--- src/rtl/lsu_pkg.sv ---
// Shared encodings for the load/store memory master: access sizes, FSM states,
// lane widths and the misalignment predicate.
package lsu_pkg;

    localparam int BYTE_W = 8;
    localparam int HALF_W = 16;

    localparam logic [1:0] SZ_BYTE = 2'b00;
    localparam logic [1:0] SZ_HALF = 2'b01;
    localparam logic [1:0] SZ_WORD = 2'b10;

    typedef enum logic [1:0] {
        ST_IDLE  = 2'b00,
        ST_READ  = 2'b01,
        ST_WRITE = 2'b10,
        ST_RESP  = 2'b11
    } lsu_state_e;

    // Size 2'b11 behaves as a word access.
    function automatic logic is_misaligned(input logic [1:0] size, input logic [1:0] addr_lo);
        logic mis;
        case (size)
            SZ_BYTE: mis = 1'b0;
            SZ_HALF: mis = addr_lo[0];
            default: mis = (addr_lo != 2'b00);
        endcase
        return mis;
    endfunction

endpackage

--- src/rtl/lsu_lane_align.sv ---
// Combinational lane handling: extracts and extends load data from a RAM word,
// and merges right-aligned store data into the previously read word.
module lsu_lane_align
    import lsu_pkg::*;
#(
    parameter int BUS_WIDTH = 32
) (
    input  logic [1:0]           size_i,
    input  logic [1:0]           addr_lo_i,
    input  logic                 unsigned_i,
    input  logic [BUS_WIDTH-1:0] rdata_i,
    input  logic [BUS_WIDTH-1:0] wdata_i,
    output logic [BUS_WIDTH-1:0] load_data_o,
    output logic [BUS_WIDTH-1:0] store_data_o
);

    logic [BYTE_W-1:0] byte_s;
    logic [HALF_W-1:0] half_s;
    logic              byte_sgn_s;
    logic              half_sgn_s;

    // Load path: select the addressed lane and replicate its sign unless unsigned.
    always_comb begin
        byte_s      = rdata_i[{addr_lo_i, 3'b000} +: BYTE_W];
        half_s      = rdata_i[{addr_lo_i[1], 4'b0000} +: HALF_W];
        byte_sgn_s  = ~unsigned_i & byte_s[BYTE_W-1];
        half_sgn_s  = ~unsigned_i & half_s[HALF_W-1];
        load_data_o = rdata_i;
        case (size_i)
            SZ_BYTE: load_data_o = {{(BUS_WIDTH-BYTE_W){byte_sgn_s}}, byte_s};
            SZ_HALF: load_data_o = {{(BUS_WIDTH-HALF_W){half_sgn_s}}, half_s};
            default: load_data_o = rdata_i;
        endcase
    end

    // Store path: overwrite only the addressed lane(s), keep the other bytes.
    always_comb begin
        store_data_o = rdata_i;
        case (size_i)
            SZ_BYTE: store_data_o[{addr_lo_i, 3'b000} +: BYTE_W]    = wdata_i[BYTE_W-1:0];
            SZ_HALF: store_data_o[{addr_lo_i[1], 4'b0000} +: HALF_W] = wdata_i[HALF_W-1:0];
            default: store_data_o = wdata_i;
        endcase
    end

endmodule

--- src/rtl/lsu_mem_master.sv ---
// Load/store initiator for the word-indexed data RAM; sub-word stores use read-modify-write.
// Optional build macro LSU_MISALIGN_TRAP_EN: misaligned half/word accesses return resp_error.
module lsu_mem_master
    import lsu_pkg::*;
#(
    parameter int BUS_WIDTH = 32
) (
    input  logic                 clk,
    input  logic                 nreset,
    input  logic                 req_valid,
    output logic                 req_ready,
    input  logic                 req_write,
    input  logic [1:0]           req_size,
    input  logic                 req_unsigned,
    input  logic [BUS_WIDTH-1:0] req_addr,
    input  logic [BUS_WIDTH-1:0] req_wdata,
    output logic                 resp_valid,
    output logic [BUS_WIDTH-1:0] resp_rdata,
    output logic                 resp_error,
    input  logic                 mem_ready,
    output logic                 mem_write_en,
    output logic [BUS_WIDTH-1:0] mem_addr_write,
    output logic [BUS_WIDTH-1:0] mem_data_write,
    output logic [BUS_WIDTH-1:0] mem_addr_read,
    input  logic [BUS_WIDTH-1:0] mem_data_read
);

    lsu_state_e           state_q, state_d;
    logic                 run_q;
    logic                 write_q, write_d;
    logic [1:0]           size_q, size_d;
    logic                 unsigned_q, unsigned_d;
    logic [BUS_WIDTH-1:0] addr_q, addr_d;
    logic [BUS_WIDTH-1:0] wdata_q, wdata_d;
    logic [BUS_WIDTH-1:0] rdata_q, rdata_d;
    logic                 err_q, err_d;

    logic                 accept_s;
    logic                 trap_s;
    logic                 word_store_s;
    logic [BUS_WIDTH-1:0] word_idx_s;
    logic [BUS_WIDTH-1:0] load_data_s;
    logic [BUS_WIDTH-1:0] store_data_s;

    lsu_lane_align #(
        .BUS_WIDTH (BUS_WIDTH)
    ) u_align (
        .size_i       (size_q),
        .addr_lo_i    (addr_q[1:0]),
        .unsigned_i   (unsigned_q),
        .rdata_i      (rdata_q),
        .wdata_i      (wdata_q),
        .load_data_o  (load_data_s),
        .store_data_o (store_data_s)
    );

    // State and request registers.
    always_ff @(posedge clk or negedge nreset) begin
        if (!nreset) begin
            state_q    <= ST_IDLE;
            run_q      <= 1'b0;
            write_q    <= 1'b0;
            size_q     <= 2'b00;
            unsigned_q <= 1'b0;
            addr_q     <= '0;
            wdata_q    <= '0;
            rdata_q    <= '0;
            err_q      <= 1'b0;
        end else begin
            state_q    <= state_d;
            run_q      <= 1'b1;
            write_q    <= write_d;
            size_q     <= size_d;
            unsigned_q <= unsigned_d;
            addr_q     <= addr_d;
            wdata_q    <= wdata_d;
            rdata_q    <= rdata_d;
            err_q      <= err_d;
        end
    end

    // Next-state logic; READ/WRITE stall in place while the RAM is not ready.
    always_comb begin
        state_d      = state_q;
        write_d      = write_q;
        size_d       = size_q;
        unsigned_d   = unsigned_q;
        addr_d       = addr_q;
        wdata_d      = wdata_q;
        rdata_d      = rdata_q;
        err_d        = err_q;
        accept_s     = req_valid & req_ready;
        word_store_s = req_write & req_size[1];
`ifdef LSU_MISALIGN_TRAP_EN
        trap_s       = is_misaligned(req_size, req_addr[1:0]);
`else
        trap_s       = 1'b0;
`endif
        case (state_q)
            ST_IDLE: begin
                if (accept_s) begin
                    write_d    = req_write;
                    size_d     = req_size;
                    unsigned_d = req_unsigned;
                    addr_d     = req_addr;
                    wdata_d    = req_wdata;
                    err_d      = trap_s;
                    if (trap_s) begin
                        state_d = ST_RESP;
                    end else if (word_store_s) begin
                        state_d = ST_WRITE;
                    end else begin
                        state_d = ST_READ;
                    end
                end else begin
                    state_d = ST_IDLE;
                end
            end
            ST_READ: begin
                if (mem_ready) begin
                    rdata_d = mem_data_read;
                    state_d = write_q ? ST_WRITE : ST_RESP;
                end else begin
                    state_d = ST_READ;
                end
            end
            ST_WRITE: begin
                if (mem_ready) begin
                    state_d = ST_RESP;
                end else begin
                    state_d = ST_WRITE;
                end
            end
            ST_RESP: state_d = ST_IDLE;
            default: state_d = ST_IDLE;
        endcase
    end

    // Outputs decoded from state; all zero in IDLE and while in reset.
    always_comb begin
        word_idx_s     = {2'b00, addr_q[BUS_WIDTH-1:2]};
        req_ready      = run_q & (state_q == ST_IDLE) & mem_ready;
        mem_addr_read  = '0;
        mem_addr_write = '0;
        mem_write_en   = 1'b0;
        mem_data_write = '0;
        resp_valid     = 1'b0;
        resp_rdata     = '0;
        resp_error     = 1'b0;
        if (state_q != ST_IDLE) begin
            mem_addr_read  = word_idx_s;
            mem_addr_write = word_idx_s;
        end else begin
            mem_addr_read  = '0;
            mem_addr_write = '0;
        end
        case (state_q)
            ST_WRITE: begin
                mem_write_en   = mem_ready;
                mem_data_write = store_data_s;
            end
            ST_RESP: begin
                resp_valid = 1'b1;
                resp_error = err_q;
                resp_rdata = (write_q | err_q) ? '0 : load_data_s;
            end
            default: begin
                mem_write_en = 1'b0;
                resp_valid   = 1'b0;
            end
        endcase
    end

endmodule

--- config.mk ---
export PLATFORM = sky130hd
export DESIGN_NAME = lsu_mem_master
export DESIGN_NICKNAME = d
export VERILOG_FILES = /design/src/rtl/lsu_pkg.sv /design/src/rtl/lsu_lane_align.sv /design/src/rtl/lsu_mem_master.sv
export SDC_FILE = /design/constraint.sdc
export NUM_CORES = 1
export LEC_CHECK = 0
export ABC_AREA = 1
export BUFFER_PORTS_ARGS = -buffer_cell sky130_fd_sc_hd__buf_2
export CORE_MARGIN = 4
export CORE_UTILIZATION = 40
export CTS_CLUSTER_DIAMETER = 150
export DETAILED_ROUTE_END_ITERATION = 16
export PLACE_DENSITY = 0.67
export SLEW_MARGIN = 5
export SYNTH_ARGS = -nofsm -noshare
export SYNTH_HDL_FRONTEND = slang
export SYNTH_SLANG_ARGS = --single-unit
--- constraint.sdc ---
create_clock -name clk -period 4.4 [get_ports clk]
set_input_delay 0.44 -clock clk [delete_from_list [all_inputs] [get_ports clk]]
set_output_delay 0.44 -clock clk [all_outputs]
set_load 0.02 [all_outputs]
; Yosys cells after proc, flatten, opt, wreduce, memory -nomap -nowiden
; Cells that the tools add are included.
[word_totals]
input_bits = 104
ff_bits = 103
[op_classes]
mux = 16
bitwise_logic = 7
n_shift = 6
n_addsub = 2
n_eq_ne = 4
n_reduce_logical = 5
[op_table]
columns = cell, count
row1 = 32-bit one-hot mux with 2 select lines, 2
row2 = 32-bit 2-to-1 mux, 3
row3 = 32-bit bitwise mux, 2
row4 = "16-bit by 7-bit variable shift with 32-bit output, first input constant", 1
row5 = "8-bit by 7-bit variable shift with 32-bit output, first input constant", 1
row6 = 16-bit by 7-bit indexed part select with 32-bit output, 1
row7 = 32-bit by 6-bit indexed part select with 16-bit output, 1
row8 = 32-bit by 6-bit indexed part select with 8-bit output, 1
row9 = 8-bit by 7-bit indexed part select with 32-bit output, 1
row10 = 30-bit 2-to-1 mux, 1
row11 = 5-bit negator with 7-bit output, 2
row12 = 2-bit one-hot mux with 4 select lines, 1
row13 = 1-bit AND, 6
row14 = 2-bit 2-to-1 mux, 3
row15 = "2-bit by 1-bit equality test with 1-bit output, second input constant", 2
row16 = "2-bit equality test, second input constant", 2
row17 = 2-bit logical NOT, 2
row18 = 1-bit 2-to-1 mux, 4
row19 = 2-bit AND reduction, 2
row20 = 2-bit nonzero test, 1
row21 = 1-bit inverter, 1

; Depth between registers and ports, before layout
[logic_depth]
depth_word = 6
depth_mapped = 10
ltp_nobuf = 7

; By module
; A second synthesis with hierarchy kept.
[hier_totals]
cells_unflattened = 1142
hier_area_um2 = 7264.5
[by_module_without_submodules]
columns = module, area_each_um2, n_inst, cells_per_inst
row1 = lsu_mem_master, 5262.5, 1, 704
row2 = lsu_lane_align, 2001.9, 1, 438

; Least setup slack after synthesis
; OpenSTA, ideal clock, no wires.
[synth_timing]
path_type = register to output
from = register addr_q[1]
to = output mem_data_write[1]
required_ns = 3.960
path_stages_with_launch = 9
slack_ns = 1.886
t_arrival_ns = 2.074
cell_sequence = dfrtp_1 buf_4 inv_2 buf_2 ha_1 nor2_1 nand2_1 o21ai_0 nor3b_1
[synth_between]
elab_chain_len = 5
word_cells_on_any_way = 10
[synth_lines]
columns = item, line_no
row1 = "start, declared", lsu_mem_master.sv:33  ; logic [BUS_WIDTH-1:0] addr_q, addr_d;
row2 = "start signal, assigned", lsu_mem_master.sv:75  ; addr_q <= addr_d;
row3 = 5-bit negator with 7-bit output (on tied branches), "lsu_lane_align.sv:41, lsu_lane_align.sv:40"
row4 = "16-bit by 7-bit indexed part select with 32-bit output, or another cell as far along", lsu_lane_align.sv:41  ; SZ_HALF: store_data_o[{addr_lo_i[1], 4'b0000} +: HALF_W] = wdata_i[HALF_W-1:0];
row5 = 32-bit bitwise mux (on tied branches), "lsu_lane_align.sv:41, lsu_lane_align.sv:40"
row6 = 32-bit one-hot mux with 2 select lines *, lsu_lane_align.sv:39  ; case (size_i)
row7 = 32-bit 2-to-1 mux *, lsu_mem_master.sv:157  ; case (state_q)
row8 = "end, declared", lsu_mem_master.sv:23  ; output logic [BUS_WIDTH-1:0] mem_data_write,
; Every way passes the cells marked *; elsewhere a longest branch is shown, timed or not.

; Worst setup path after layout
[layout_timing]
from = register size_q[1]
to = output mem_data_write[1]
[layout_between]
elab_chain_len = 3
word_cells_on_any_way = 4
[layout_lines]
columns = item, line_no
row1 = "start, declared", lsu_mem_master.sv:31  ; logic [1:0] size_q, size_d;
row2 = "start signal, assigned", lsu_mem_master.sv:73  ; size_q <= size_d;
row3 = 2-bit by 1-bit equality test with 1-bit output or 2-bit logical NOT (tied branches), lsu_lane_align.sv:39
row4 = 32-bit one-hot mux with 2 select lines *, lsu_lane_align.sv:39
row5 = 32-bit 2-to-1 mux *, lsu_mem_master.sv:157
; Marks and branches as above.

==> flow_summary.json <==
{
  "power_density_mw_per_mm2": 799,
  "die-height_um": 137,
  "core-area_mm2": 0.0161,
  "cts_tree": "built",
  "syn_area_mm2": 0.00662,
  "skew_ns": 0.0112,
  "fin_area_mm2": 0.00788,
  "total_leakage_power_nw": 4.17,
  "clock_sinks": 103,
  "final.min_clock_period_ns": 3.20,
  "ctsResizeCount": 0,
  "clk_pin_slew_worst_paths_ns": 0.08,
  "drive_gt1_frac": 0.246,
  "peakVddDrop_v": 0.000488,
  "report.final.slew_viol_count": 0,
  "slew_headroom": 0.330,
  "path_class": "reg2out",
  "yosys_warnings": 0,
  "io_pins": 236,
  "grt_pass1_vias": 6426,
  "hold_viol": 0,
  "cts_setup_buffers": 0,
  "grt_use_total": 0.236,
  "htreeDepth": 3,
  "area_delta_synth_final_pct": 19.0,
  "yosysSeqAreaShare": 0.389,
  "worstPathMaxFanout": 27,
  "portBuffers": 230,
  "critical_path_arrival_ns": 2.76,
  "drtAntennaViolNets": 0,
  "syn_area_per_cell_um2": 6.82,
  "clock_latency_ns": 0.37,
  "die-area_mm2": 0.0187,
  "gp_congestion": 0.988,
  "via_per_inst": 5.18,
  "grt.overflow.total": 0,
  "initial_core_util": 0.412,
  "dr.pass1.iters": 6,
  "routed_wl_um": 22400,
  "num_vias": 6989,
  "route.detailed.drc": 0,
  "final_util": 0.491,
  "clock.fmax_ghz": 0.313,
  "grt_pass1_wl_um": 34300,
  "drt-initial-drc-count": 755,
  "antenna_found_initial": 2,
  "place_area_mm2": 0.00758,
  "outcome": "completed",
  "rows": 46,
  "grt_max_degree": 111,
  "tightest_slew_ns": 1.00,
  "rsz0062_at_grt": "false",
  "num-nets-final": 1237,
  "cts_buffers": 9,
  "cts_buffer_depth": 2,
  "ys_ff_latch": 103,
  "synth-edff-count": 0,
  "setup_viol": 0,
  "cts_hold_buf": 0,
  "syn_inst": 971,
  "n_antenna_cell": 0,
  "routedWlPerCell_um": 16.6,
  "hold_path.class": "in2async",
  "finalCritPeriodShare": 0.727,
  "required_ns": 3.96,
  "die-width_um": 137,
  "end_kind": "output port",
  "hpwlAfterDp_um": 16700,
  "maxCapViolations": 0,
  "fillers": 1691,
  "synthArstFlopShare": 1.00,
  "cts-root-buf": "clkbuf_16",
  "synthDistinctLibCells": 28,
  "tns_ns": 0,
  "cp-start-kind": "flop",
  "dominantRegCellSynth": "dfrtp_1"
}
==> power breakdown <==
part	switching (mW)	internal, mW
logic	2.53	1.10
clock network	0.410	0.402
registers	0.465	1.39
total	3.40	2.89
==> layout make-up <==
class / count / area [um2] / area share
multi-input cells: 692 / 3190 / 0.404
flip-flops and latches: 103 / 2580 / 0.327
repair buffers: 240 / 1240 / 0.158
inverters: 82 / 308 / 0.0391
well taps: 216 / 270 / 0.0343
clock buffers: 9 / 225 / 0.0286
clock inverters: 7 / 72.6 / 0.00921
==> cells in the mapped netlist, types with 6 or more instances <==
cell type    n  area (um2)
inv_1       77         289
o21ai_0    118         591
clkbuf_1    23        86.3
mux2_2       6        67.6
a21oi_1    130         651
buf_4       46         345
o21ai_1     15        75.1
buf_2       27         135
o211ai_1     7        52.6
dfrtp_1    103        2580
nand3_1     24         120
nor2_1     101         379
a21boi_0     9        67.6
nand2_1    252         946
==> worst max-delay path, cell delays in order (launching register included) <==
cell	delay (ns)
dfrtp_1	0.76
nor2_2	0.74
nand2_1	0.38
o21ai_0	0.26
nor3b_1	0.07
buf_2	0.17
==> metrics by stage <==
step	hold slack [ns]	total power [mW]	cells	worst slack (ns)
2_1_floorplan	0.144	4.46	975	1.89
3_3_place_gp	0.462	5.42	1333	1.68
3_5_place_dp	0.473	5.46	1333	1.63
4_1_cts	0.245	6.28	1349	1.23
5_1_grt	0.269	6.77	1349	0.995
6_report	0.205	6.29	1349	1.20
==> registers in the layout, summed over array words and instances (netlist names) <==
name	count
addr_q	32
rdata_q	32
wdata_q	32
size_q	2
state_q	2
run_q	1
unsigned_q	1
write_q	1
==> layout by cell type (no fill, tap or decap), drive strengths merged, types with 2 or more instances in the layout <==
master / instances
clkbuf: 9
a21boi: 9
o21ai: 134
dfrtp: 103
nand3: 24
o211ai: 7
inv: 86
conb: 6
nor2: 106
buf: 240
nor3b: 2
nand2: 254
a22oi: 5
a21oi: 131
clkinv: 2
ha: 5
mux2: 6
==> final timing paths <==
check,startpoint,endpoint,cells past startpoint,slack [ns]
hold reg to reg,wdata_q[24],wdata_q[24],2,0.49
hold / removal,nreset,wdata_q[6],1,0.21
min in group clk,req_wdata[16],wdata_q[16],3,0.26
setup / recovery,size_q[1],mem_data_write[1],5,1.20
setup reg to reg,state_q[0],size_q[1],10,2.25
max in group asynchronous,nreset,rdata_q[24],2,3.18
==> logic make-up after synthesis <==
group | Yosys count | share of synthesized area
AOI/OAI and AO/OA | 287 | 0.226
adders and majority gates | 5 | 0.00945
buffers and inverters | 180 | 0.133
DFF | 103 | 0.389
muxes | 6 | 0.0102
other | 2 | 0.00113
and+or+nand+nor | 388 | 0.230
==> routing by layer <==
metal | vias to the layer above | global-route usage | wire [um]
met3 | 47 | 0.0518 | 2160
met4 | 4 | 0.0722 | 550
met1 | 3187 | 0.331 | 9620
met2 | 352 | 0.365 | 10100
met5 | - | 0 | 14
li1 | 3399 | - | -
Note: power is estimated with default switching activity, not from simulation.
